--- src/rtl/pipe_stage_register.sv ---
// Pipeline-stage register with valid/ready handshake and a one-entry skid buffer.
// Define PIPE_STAGE_DATA_RESET_EN to also clear the data registers on rst.
module pipe_stage_register #(
  parameter int unsigned DATA_WIDTH = 32
) (
  input  logic                  clk,
  input  logic                  rst,
  input  logic                  flush,
  input  logic [DATA_WIDTH-1:0] in_data,
  input  logic                  in_valid,
  output logic                  in_ready,
  output logic [DATA_WIDTH-1:0] out_data,
  output logic                  out_valid,
  input  logic                  out_ready,
  output logic [1:0]            occupancy
);

  typedef enum logic [1:0] {
    StEmpty = 2'd0,
    StBusy  = 2'd1,
    StFull  = 2'd2
  } state_e;

  state_e                state_q;
  logic [DATA_WIDTH-1:0] main_q;
  logic [DATA_WIDTH-1:0] skid_q;

  logic accept;
  logic take;
  logic load_main;
  logic main_from_skid;
  logic load_skid;

  // in_ready is a function of state and flush only, never of out_ready.
  assign out_valid = (state_q != StEmpty);
  assign in_ready  = (state_q != StFull) & ~flush;
  assign occupancy = state_q;
  assign out_data  = main_q;

  assign accept = in_valid & in_ready;
  assign take   = out_valid & out_ready;

  always_comb begin
    load_main      = 1'b0;
    main_from_skid = 1'b0;
    load_skid      = 1'b0;
    if (!flush) begin
      unique case (state_q)
        StEmpty: load_main = accept;
        StBusy: begin
          load_main = accept & take;
          load_skid = accept & ~take;
        end
        StFull: begin
          load_main      = take;
          main_from_skid = 1'b1;
        end
        default: ;
      endcase
    end
  end

  always_ff @(posedge clk) begin
    if (rst || flush) begin
      state_q <= StEmpty;
    end else begin
      case (state_q)
        StEmpty: if (accept) state_q <= StBusy;
        StBusy: begin
          if (accept && !take)      state_q <= StFull;
          else if (take && !accept) state_q <= StEmpty;
        end
        StFull:  if (take) state_q <= StBusy;
        default: state_q <= StEmpty;  // illegal encoding recovers to empty
      endcase
    end
  end

`ifdef PIPE_STAGE_DATA_RESET_EN
  always_ff @(posedge clk) begin
    if (rst) begin
      main_q <= '0;
      skid_q <= '0;
    end else begin
      if (load_main) main_q <= main_from_skid ? skid_q : in_data;
      if (load_skid) skid_q <= in_data;
    end
  end
`else
  always_ff @(posedge clk) begin
    if (load_main) main_q <= main_from_skid ? skid_q : in_data;
    if (load_skid) skid_q <= in_data;
  end
`endif

endmodule

--- config.mk ---
export PLATFORM = sky130hd
export DESIGN_NAME = pipe_stage_register
export DESIGN_NICKNAME = d
export VERILOG_FILES = /design/src/rtl/pipe_stage_register.sv
export SDC_FILE = /design/constraint.sdc
export NUM_CORES = 1
export LEC_CHECK = 0
export CORE_ASPECT_RATIO = 0.5
export CORE_MARGIN = 2
export CORE_UTILIZATION = 40
export DETAILED_ROUTE_END_ITERATION = 6
export PLACE_DENSITY = 0.8
export SYNTH_ARGS = -nofsm -noshare
export SYNTH_HDL_FRONTEND = slang
export SYNTH_SLANG_ARGS = --single-unit
--- constraint.sdc ---
create_clock -name clk -period 8.65 [get_ports clk]
set_input_delay 1.2975 -clock clk [delete_from_list [all_inputs] [get_ports clk]]
set_output_delay 1.2975 -clock clk [all_outputs]
set_load 0.005 [all_outputs]
==> results of run 1 <==
## critical path, stage by stage
cell and delay (ns):
sky130_fd_sc_hd__clkdlybuf4s50_1 0.60, sky130_fd_sc_hd__nor2_1 0.26, sky130_fd_sc_hd__clkdlybuf4s50_1 0.54
## routing by layer
metal	GRT usage [%]	vias up
met3	6.09	6
met1	17.5	695
li1	-	647
met5	0	-
met2	26.0	35
met4	5.85	0
## through the flow
| step | cell area (µm²) | hold WS, ns | setup slack [ns] |
|---|---|---|---|
| after floorplan | 2490 | 0.508 | 4.17 |
| after global placement | 3330 | 0.513 | 4.70 |
| after detailed placement | 3330 | 0.530 | 4.49 |
| after CTS | 3630 | 0.542 | 4.66 |
| after global routing | 3630 | 0.566 | 4.57 |
| final | 3630 | 0.542 | 4.65 |
## layout by cell type, fill, tap and decap left out, types with 2 or more instances in the layout
cell type,Yosys,layout
sky130_fd_sc_hd__bufinv_16,0,2
sky130_fd_sc_hd__nand2_1,2,2
sky130_fd_sc_hd__dfxtp_1,2,2
sky130_fd_sc_hd__clkdlybuf4s50_1,0,72
sky130_fd_sc_hd__edfxtp_1,64,64
sky130_fd_sc_hd__mux2_1,2,2
sky130_fd_sc_hd__mux2_2,30,30
sky130_fd_sc_hd__clkbuf_1,0,4
sky130_fd_sc_hd__and2_1,2,2
sky130_fd_sc_hd__ha_1,2,2
sky130_fd_sc_hd__clkbuf_16,0,9
## final cells by class
type | count | area [µm²]
clock buffers | 13 | 240
clock inverters | 3 | 63.8
fillers | 429 | 2400
inverters | 1 | 3.75
multi-input cells | 53 | 527
flip-flops and latches | 66 | 1960
well taps | 88 | 110
repair buffers | 73 | 728
## where the power goes
group	switching [mW]	internal, mW
sequential	0.00235	0.360
clock	0.118	0.251
combinational	0.0163	0.0322
## logic make-up (layout without fill, tap and decap cells)
family                   after synthesis  after routing  share of synthesized area (%)
AO/OA/AOI/OAI                          3              3                          0.906
adder cells (fa/ha/maj)                2              2                           1.01
buffers and inverters                  4             90                          0.755
flip-flops                            66             66                           78.9
multiplexers                          33             33                           14.9
AND/OR/NAND/NOR                       15             15                           3.52
## flip-flops by register name (all words and copies together), names as in the netlist
| signal | flops |
|---|---|
| skid_q | 32 |
| occupancy | 2 |
| out_data | 32 |
## path summary, 6_finish.rpt
check                     from     endpoint  depth (start not counted)
setup / recovery         flush     in_ready                          3
hold / removal       skid_q[6]  out_data[6]                          1
setup reg to reg  occupancy[0]  out_data[0]                          7
hold reg to reg      skid_q[6]  out_data[6]                          1
==> flow_results.org, run 1 <==
** Finish
- Post-Layout Cell Count :: between 200 and 300
- The final layout contains roughly 240 nets.
- Fraction of final layout cells with drive strength greater than 1 :: between 20% and 30%
- 0 antenna diodes ended up in the layout.
- Measured on the finished design, the core utilization comes to 60.3%.
- Compared with the post-synthesis result, the final layout area differs by 46.2%.

** Critical path
- Arrival time at the worst endpoint :: 2.70 ns
- Highest net fanout along the worst path :: 7
- Classification of the worst setup path :: in -> out
- Data required time at the worst endpoint :: 7.35 ns
- Across all register-to-register paths, the minimum setup slack is a little under 6 ns.
- STA classifies the critical path startpoint as an input port.
- The worst setup path is captured at an output pin.

** Die
- Width of the chip :: 115 µm
- The floorplan has 20 rows.
- Vertical die dimension :: 59.7 µm
- The floorplan step defined a die boundary enclosing 6900 µm².
- Pin placement for this block handled 73 I/O pins.
- The floorplan step defined a core boundary enclosing 6030 µm².
- Once the floorplan was initialized, standard cells occupied approximately two fifths of the core.

** Global routing
- Summed over all layers, the global routing overflow is 0.
- Vias in the first global route :: around 1,400
- Overall global routing resource usage :: ~15%
- Global-route wire length before repair :: 7490 µm
- Antenna violations before repair :: 0
- Entering global routing, the biggest net connects 33 pins.

** Yosys
- By area the synthesized netlist is led by sky130_fd_sc_hd__edfxtp_1 77%, sky130_fd_sc_hd__mux2_2 14%, sky130_fd_sc_hd__dfxtp_1 1.6%, sky130_fd_sc_hd__ha_1 1.0%, sky130_fd_sc_hd__mux2_1 0.91%.
- Sequential share of the synthesized area :: between 70% and 80%
- FFs w/ async S/R, synth :: 0%
- In this run, synthesis inferred 64 flip-flops with an integrated enable.
- In the post-synthesis netlist, the cell with the most instances is sky130_fd_sc_hd__edfxtp_1.
- By count the netlist is led by 64 x sky130_fd_sc_hd__edfxtp_1, 30 x sky130_fd_sc_hd__mux2_2, 3 x sky130_fd_sc_hd__buf_2.
- For this run, the number of Yosys warnings is 0.
- Number of storage elements in the synthesis netlist :: 66
- The biggest area contributor in the post-synthesis netlist is sky130_fd_sc_hd__edfxtp_1.
- Gate Count Post-Synth :: ~120
- After synthesis, the largest area contributor takes up 77.3% of total cell area.
- Net count of the mapped netlist :: approximately 160
- In this run, distinct cell masters in the synthesized netlist total 23.
- Summed instance area of the synthesized netlist :: between 2000 and 2500 µm²
- Post-synthesis area per instance :: just over 20 µm²
- Among all flip-flop cells after synthesis, the most frequent one is sky130_fd_sc_hd__edfxtp_1.

** Detailed routing
- Using the TritonRoute via totals, the vias-per-cell ratio works out to approximately 4.7.
- For this block, wires on met1 add up to 2000 µm.
- In the final routed layout, each cell accounts on average for 16.6 µm.
- In this run the remaining antenna-violating nets after routing total 0.
- For this block, the initial DRC count from the detailed router was between 100 and 150.
- The first TritonRoute pass finished after 4 iterations.
- Uppermost layer routed :: met4
- Number of design rule violations left after detail routing :: 0
- Vias post-DR :: 1,383
- Wire segments on met3 add up to between 150 and 200 µm in the final route.
- Wire segments on met2 add up to 2660 µm in the final route.
- The final layout contains routed wiring with a total length of ~4900 µm.

** Place
- After detailed placement, the design holds a cell count of between 200 and 300.
- Final HPWL DP :: between 3000 and 4000 µm
- At the end of routability-driven placement, the weighted congestion stood at 0.835.
- Count of port buffers added during placement :: just over 70

** Timing
- Setup repair after global routing left no endpoint under its margin.
- Post-Route Setup TNS :: 0 ns
- Max transition margin :: 29.4%
- Worst clock skew :: around 0.0051 ns
- Final setup viols :: 0
- Count of final hold-check violations :: 0
- Worst-margin pin slew :: ~1.1 ns
- After layout, the minimum clock period comes to about 4 ns.
- Post-route clock period utilization :: a little under half
- Achievable frequency :: between 200 and 250 MHz
- The count of pins over their slew limit came to 0.

** Clock tree
- After clock tree synthesis, the setup repair step added 0 buffers.
- Clock tree synthesis selected as its root buffer the cell sky130_fd_sc_hd__clkbuf_16.
- The clock reaches the later pin of the worst-skew pair after 0.32 ns.
- Bufs on Longest Clock Path :: 2
- Clock-pin slew on the worst setup and hold paths :: ~0.05 ns
- Cts bufs inserted :: 9
- Clock tree from TritonCTS :: done
- Sink count of the clock tree :: 66
- Post-CTS repair changed the size of 0 cells.
- Number of hold buffers added after CTS :: 0
- Htree depth :: 3

** Hold path
- Hold WC Path Type :: reg -> reg

** Power
- IR analysis of the VDD net gives a maximum drop of ~0.12 mV.
- Ratio of total power to cell area :: roughly 210 nW/µm²
- Total power for the finished layout comes to a little under 800 µW.
- In this run the static leakage power is 1.21 nW.

** Run status
- The flow ran to the end, and the final reports show no timing, DRC or antenna violations.

** Flow run
- Count of maximum capacitance violations :: 0
Note: power is estimated with default switching activity, not from simulation.
==> run 2: changes to the inputs <==
==> constraint.sdc (replaced) <==
create_clock -name clk -period 3.77 [get_ports clk]
set_input_delay 0.5655 -clock clk [delete_from_list [all_inputs] [get_ports clk]]
set_output_delay 0.5655 -clock clk [all_outputs]
set_load 0.005 [all_outputs]
==> flow_results.org, run 2 (synthesis gave the netlist of run 1 again) <==
** Run status
- Status: finished, final reports clean (unchanged).

** Place
- Final HPWL DP :: 3090 µm (was 3230 µm)
- The final weighted congestion in routability-driven placement is 0.838 (was 0.835).
- Total placed cells including tap cells :: 282 (was 281)
- Worst-case setup slack after placement :: 0.781 ns (was 4.49 ns)
- The count of input and output buffers was 72 (unchanged).
- The placed cell area is 3340 µm² (was 3330 µm²).

** Clock tree
- The TritonCTS buffer count was 9 (unchanged).
- The H-tree depth came to 3 (unchanged).
- Clock insertion delay at the later pin of the skew report :: 0.33 ns (was 0.32 ns)
- The root buffer cell is sky130_fd_sc_hd__clkbuf_16 (unchanged).
- The TritonCTS clock tree is done (unchanged).
- The CTS sink count is 66 (unchanged).
- The post-cts hold buffer count was 0 (unchanged).
- Post_cts resized :: 0 (unchanged)
- The clock slew at the register clock pins of the worst setup and hold paths came to 0.05 ns (about the same).
- The number of buffers inserted by post-CTS setup repair came to 0 (unchanged).
- The number of buffers on the longest clock path was 2 (unchanged).

** Detailed routing
- The total length of routed wires was 5030 µm (was 4930 µm).
- Number of design rule violations left after detail routing :: 0 (unchanged)
- Post-DRT Antenna Nets :: 0 (unchanged)
- Pre-Repair DR Iteration Count :: 4 (unchanged)
- Average wire per standard cell :: 16.9 µm (was 16.6 µm)
- Vias post-DR :: 1,370 (was 1,383)
- The via-per-instance ratio came to 4.60 (was 4.66).
- The number of violations reported at the end of detailed-routing iteration 0 is 86 (was 115).

** Timing
- Final setup viols :: 0 (unchanged)
- RSZ-0062 raised after global routing :: false (unchanged)
- The clock skew after layout is 0.00589 ns (was 0.00508 ns).
- Timing would allow up to 371 MHz.
- Count of final hold-check violations :: 0 (unchanged)
- The normalized max-slew margin came to 38.8% (was 29.4%).
- Post-Route Setup TNS :: 0 ns (unchanged)
- Final Worst Setup Slack :: 1.07 ns (was 4.65 ns)
- The count of pins over their slew limit came to 0 (unchanged).
- Post-route clock period utilization :: 71.6%
- Worst-margin pin slew :: 0.916 ns (was 1.06 ns)
- Shortest clock period the worst path allows after layout :: between 2 and 3 ns

** Finish
- The filler cell count came to 428 (was 429).
- The commonest non-fill, non-tap cell in the layout is sky130_fd_sc_hd__clkdlybuf4s50_1 (unchanged).
- Post-Layout Cell Count :: 298 (was 297)
- The fraction of layout cells with a size suffix above 1 was 25.2% (was 22.5%).
- Number of nets in the final layout :: 244 (was 243)
- The core utilization of the finished layout was 60.4% (was 60.3%).
- The final non-filler cell area came to 3640 µm² (was 3630 µm²).
- Top library cells by usage in the layout, fill and taps aside :: 72 x sky130_fd_sc_hd__clkdlybuf4s50_1, 64 x sky130_fd_sc_hd__edfxtp_1, 30 x sky130_fd_sc_hd__mux2_2, 9 x sky130_fd_sc_hd__clkbuf_16 (was 72 x sky130_fd_sc_hd__clkdlybuf4s50_1, 64 x sky130_fd_sc_hd__edfxtp_1, 30 x sky130_fd_sc_hd__mux2_2, 9 x sky130_fd_sc_hd__clkbuf_16, 4 x sky130_fd_sc_hd__clkbuf_1)
- Area overhead of the layout relative to synthesis :: 46.5% (was 46.2%)
- The number of antenna cells inserted came to 0 (unchanged).

** Global routing
- The number of global-route vias before repair is 1,455 (was 1,418).
- Pin count of the biggest net entering global routing :: 33 (unchanged)
- The global-route usage over all layers was 15.1% (was 15.2%).
- The global route total overflow was 0 (unchanged).
- The initial antenna violation count was 0 (unchanged).
- Global-route wire length before repair :: 7430 µm (was 7490 µm)

** Die
- The top-level I/O count is 73 (unchanged).
- Width of the chip :: 115 µm (unchanged)
- Effective utilization at floorplan :: 41.2% (unchanged)
- The cell row count came to 20 (unchanged).
- Vertical die dimension :: 59.7 µm (unchanged)
- Total core area :: 6030 µm² (unchanged)
- Die Area :: 6900 µm² (unchanged)

** Critical path
- Highest net fanout along the worst path :: 32 (was 7)
- The critical path startpoint is flush (unchanged).
- Nature of the critical path endpoint :: register (was output pin)
- The element type at the critical path start was an input port (unchanged).
- The required arrival time at the worst endpoint was 3.74 ns (was 7.35 ns).
- The launching point of the worst reg2reg path is occupancy[0] (unchanged).
- The register-to-register setup slack came to 1.42 ns (was 5.94 ns).
- The kind of critical path was in -> reg (was in -> out).
- Arrival time at the worst endpoint :: 2.67 ns (was 2.70 ns)

** Power
- The reported leakage power was 1.21 nW (about the same).
- Ratio of total power to cell area :: 487 nW/µm² (was 215 nW/µm²)
- The worst voltage drop across the vdd grid came to 0.216 mV (was 0.116 mV).

** Hold path
- The type of the most critical hold path is reg -> reg (unchanged).
- The launch instance of the worst min-delay path is skid_q[20] (was skid_q[6]).

** Flow run
- The count of maximum capacitance violations came to 0 (unchanged).
## run 2: area by class of cell
cell class | instances | area, µm² | share of cell area [%]
Tap cell | 88 | 110 | 3.02
Clock inverter | 7 | 77.6 | 2.13
Multi-Input combinational cell | 53 | 527 | 14.5
Clock buffer | 9 | 225 | 6.19
Timing Repair Buffer | 74 | 736 | 20.2
Inverter | 1 | 3.75 | 0.103
Sequential cell | 66 | 1960 | 53.9
## run 2: critical path: stages
cell,delay (ns)
sky130_fd_sc_hd__clkdlybuf4s50_1,0.60
sky130_fd_sc_hd__nor2_1,0.27
sky130_fd_sc_hd__and2_1,0.18
sky130_fd_sc_hd__ha_1,0.15
sky130_fd_sc_hd__mux2i_1,0.06
sky130_fd_sc_hd__or2_2,0.30
sky130_fd_sc_hd__a21oi_4,0.11
sky130_fd_sc_hd__buf_4,0.40
## run 2: report_power, final
part	switching (mW)	total, mW	internal, mW	leakage (nW)
Clock	0.314	0.831	0.517	0.146
Combinational	0.0371	0.112	0.0746	0.463
Sequential	0.00587	0.832	0.826	0.604
Total	0.357	1.77	1.42	1.21
## run 2: through the flow
step / total power, mW / hold slack (ns)
after global routing: 1.83 / 0.553
after global placement: 0.954 / 0.514
final: 1.77 / 0.546
after CTS: 1.79 / 0.548
after detailed placement: 0.958 / 0.532
after floorplan: 0.875 / 0.508
## run 2: metal layers
metal  vias up  GRT usage [%]  wire, µm
met3         8           7.51       234
met1       678           16.8      2080
met5         -              0         0
met4         0           4.13        57
li1        650              -         -
met2        34           26.2      2660
## run 2: path summary, 6_finish.rpt
check                               endpoint  cells after the start
worst max register to register  out_data[22]                      8
worst max-delay path            out_data[22]                      8
worst min register to register  out_data[20]                      1
worst min-delay path            out_data[20]                      1
==> run 3: changes to the inputs <==
==> constraint.sdc (replaced) <==
create_clock -name clk -period 2.7 [get_ports clk]
set_input_delay 0.405 -clock clk [delete_from_list [all_inputs] [get_ports clk]]
set_output_delay 0.405 -clock clk [all_outputs]
set_load 0.005 [all_outputs]
==> flow_results.org, run 3 (synthesis gave the netlist of run 1 again) <==
** Run status
- Status :: finished, final reports clean (unchanged)

** Finish
- Post-Layout Cell Count :: 302 (was 298)
- The final non-filler cell area is 3630 µm² (was 3640 µm²).
- Area overhead of the layout relative to synthesis :: 46.0% (was 46.5%)
- The combined flip-flop and latch cell area was 1960 µm² (unchanged).
- The post-layout net count was 249 (was 244).
- Most frequent standard cell in the layout excluding fill and tap cells :: sky130_fd_sc_hd__clkdlybuf4s50_1 (unchanged)
- Utilization after layout :: 60.2% (was 60.4%)
- Layout filler cell count :: 423 (was 428)
- Top library cells by usage in the layout, fill and taps aside :: 72 x sky130_fd_sc_hd__clkdlybuf4s50_1, 64 x sky130_fd_sc_hd__edfxtp_1, 30 x sky130_fd_sc_hd__mux2_2, 9 x sky130_fd_sc_hd__clkbuf_16, 7 x sky130_fd_sc_hd__buf_4 (was 72 x sky130_fd_sc_hd__clkdlybuf4s50_1, 64 x sky130_fd_sc_hd__edfxtp_1, 30 x sky130_fd_sc_hd__mux2_2, 9 x sky130_fd_sc_hd__clkbuf_16)
- Fraction of final layout cells with drive strength greater than 1 :: 24.8% (was 25.2%)
- The area of the multi-input gates is 528 µm² (was 527 µm²).
- Diodes inserted :: 0 (unchanged)

** Place
- Total placed cells including tap cells :: 287 (was 282)
- Count of port buffers added during placement :: 72 (unchanged)
- The post-placement setup slack was 0.291 ns (was 0.781 ns).
- Final HPWL DP :: 3360 µm (was 3090 µm)
- Post-DP Area :: 3380 µm² (was 3340 µm²)
- RePlAce Congestion :: 0.711 (was 0.838)

** Detailed routing
- The total length of routed wires was 4940 µm (was 5030 µm).
- Post-DRT Antenna Nets :: 0 (unchanged)
- The routed wirelength normalized by instance count is 16.4 µm (was 16.9 µm).
- Vias post-DR :: 1,425 (was 1,370)
- Violation count after the first detailed-route iteration :: 76 (was 86)
- The number of detailed-route iterations in the first pass is 4 (unchanged).
- Via-to-Cell Ratio :: 4.72 (was 4.60)
- Number of design rule violations left after detail routing :: 0 (unchanged)

** Die
- The initial core utilization came to 41.2% (unchanged).
- Die Area :: 6900 µm² (unchanged)
- Count of pins on the block boundary :: 73 (unchanged)
- The area inside the core boundary is 6030 µm² (unchanged).
- The cell row count was 20 (unchanged).
- The die height is 59.7 µm (unchanged).
- The die width came to 115 µm (unchanged).

** Power
- Cell-internal power :: 1.87 mW (was 1.42 mW)
- The switching fraction of total power is 19.4% (was 20.1%).
- The reported leakage power was 1.21 nW (about the same).
- The power density of the placed cells was 638 nW/µm² (was 487 nW/µm²).
- The combinational power share is 6.9% (was 6.3%).
- The clock share of power was 43.0% (was 46.8%).
- Sequential cell fraction of total power :: 50.2% (was 46.9%)
- Maximum VDD drop :: 0.340 mV (was 0.216 mV)
- Total power :: 2.32 mW (was 1.77 mW)
- The power spent charging and discharging nets is 449 µW (was 357 µW).

** Timing
- The number of hold-slack violations in the final timing report was 0 (unchanged).
- Worst-margin pin slew :: 0.310 ns (was 0.916 ns)
- The count of pins over their slew limit is 0 (unchanged).
- The final critical path takes up roughly four fifths of the cycle.
- The worst hold slack was 0.545 ns (was 0.546 ns).
- Post-Route Setup TNS :: 0 ns (unchanged)
- Final setup viols :: 0 (unchanged)
- RSZ-0062 raised after global routing: false (unchanged).
- Worst clock skew :: 0.00551 ns (was 0.00589 ns)
- The normalized max-slew margin is 79.4% (was 38.8%).
- The slack of the critical path came to 0.516 ns (was 1.07 ns).
- Achievable frequency :: ~460 MHz
- For the finished layout, the period the worst path requires is 2.18 ns.

** Clock tree
- The number of buffers on the longest clock path is 2 (unchanged).
- The TritonCTS clock tree is done (unchanged).
- The number of resized instances in the post-cts repair step came to 0 (unchanged).
- Number of hold buffers added after CTS :: 0 (unchanged)
- Clock-pin slew on the worst setup and hold paths :: 0.05 ns (about the same)
- Number of buffers added for setup after CTS :: 0 (unchanged)
- The CTS sink count is 66 (unchanged).
- The H-tree depth was 3 (unchanged).
- Cts bufs inserted :: 9 (unchanged)
- The source-to-sink clock delay at the later pin of the worst-skew pair came to 0.32 ns (was 0.33 ns).
- The root buffer cell was sky130_fd_sc_hd__clkbuf_16 (unchanged).

** Hold path
- Hold WC Path Type :: reg -> reg (unchanged)

** Global routing
- Pin count of the biggest net entering global routing :: 24 (was 33)
- The global-route wire length before repair was 7410 µm (was 7430 µm).
- Antenna violations before repair :: 0 (unchanged)
- The global-route usage over all layers is 15.0% (was 15.1%).
- Total congestion overflow after global routing :: 0 (unchanged)
- Vias in the first global route :: 1,454 (was 1,455)

** Critical path
- Data required time at the worst endpoint :: 2.91 ns (was 3.74 ns)
- Arrival time at the worst endpoint :: 2.39 ns (was 2.67 ns)
- The kind of critical path is reg -> reg (was in -> reg).
- Highest net fanout along the worst path :: 8 (was 32)
- Nature of the critical path endpoint :: register (unchanged)
- The element type at the critical path start is a register (was input port).

** Flow run
- Count of maximum capacitance violations :: 0 (unchanged)
==> run 3: worst paths after layout <==
check	startpoint	end	slack, ns	depth (start not counted)
max	occupancy[1]	occupancy[0]	0.52	6
min	skid_q[9]	out_data[9]	0.55	1
max reg2reg	occupancy[1]	occupancy[0]	0.52	6
min reg2reg	skid_q[9]	out_data[9]	0.55	1
==> run 3: cell type report <==
cell class / count / share of cell area (%)
multi-input combinational: 53 / 14.5
timing repair buffer: 79 / 21.3
clock inverter: 4 / 0.552
inverter: 1 / 0.103
tap: 88 / 3.03
clock buffer: 11 / 6.41
sequential: 66 / 54.1
==> run 3: worst max-delay path, cell delays in order, from the launching register on <==
cell	delay, ns
sky130_fd_sc_hd__dfxtp_1	0.48
sky130_fd_sc_hd__nor2b_1	0.22
sky130_fd_sc_hd__nor2_1	0.07
sky130_fd_sc_hd__and2_1	0.18
sky130_fd_sc_hd__ha_1	0.31
sky130_fd_sc_hd__or3b_2	0.47
sky130_fd_sc_hd__a311oi_1	0.33
==> run 3: power groups by stage <==
stage	combinational [mW]	sequential, mW	clock [mW]
2_1_floorplan	0.0369	1.18	0
3_3_place_gp	0.154	1.18	0
3_5_place_dp	0.160	1.18	0
4_1_cts	0.162	1.16	1.01
5_1_grt	0.171	1.16	1.05
6_report	0.159	1.16	0.996
==> run 3: routing by layer <==
metal	wire length (µm)	track usage (%)	part of all wire (%)	vias to the layer above
li1	-	-	-	660
met1	1950	16.2	39	718
met2	2730	27.2	55	38
met3	182	5.27	3.7	9
met4	81	6.88	1.6	0
met5	0	0	0	-
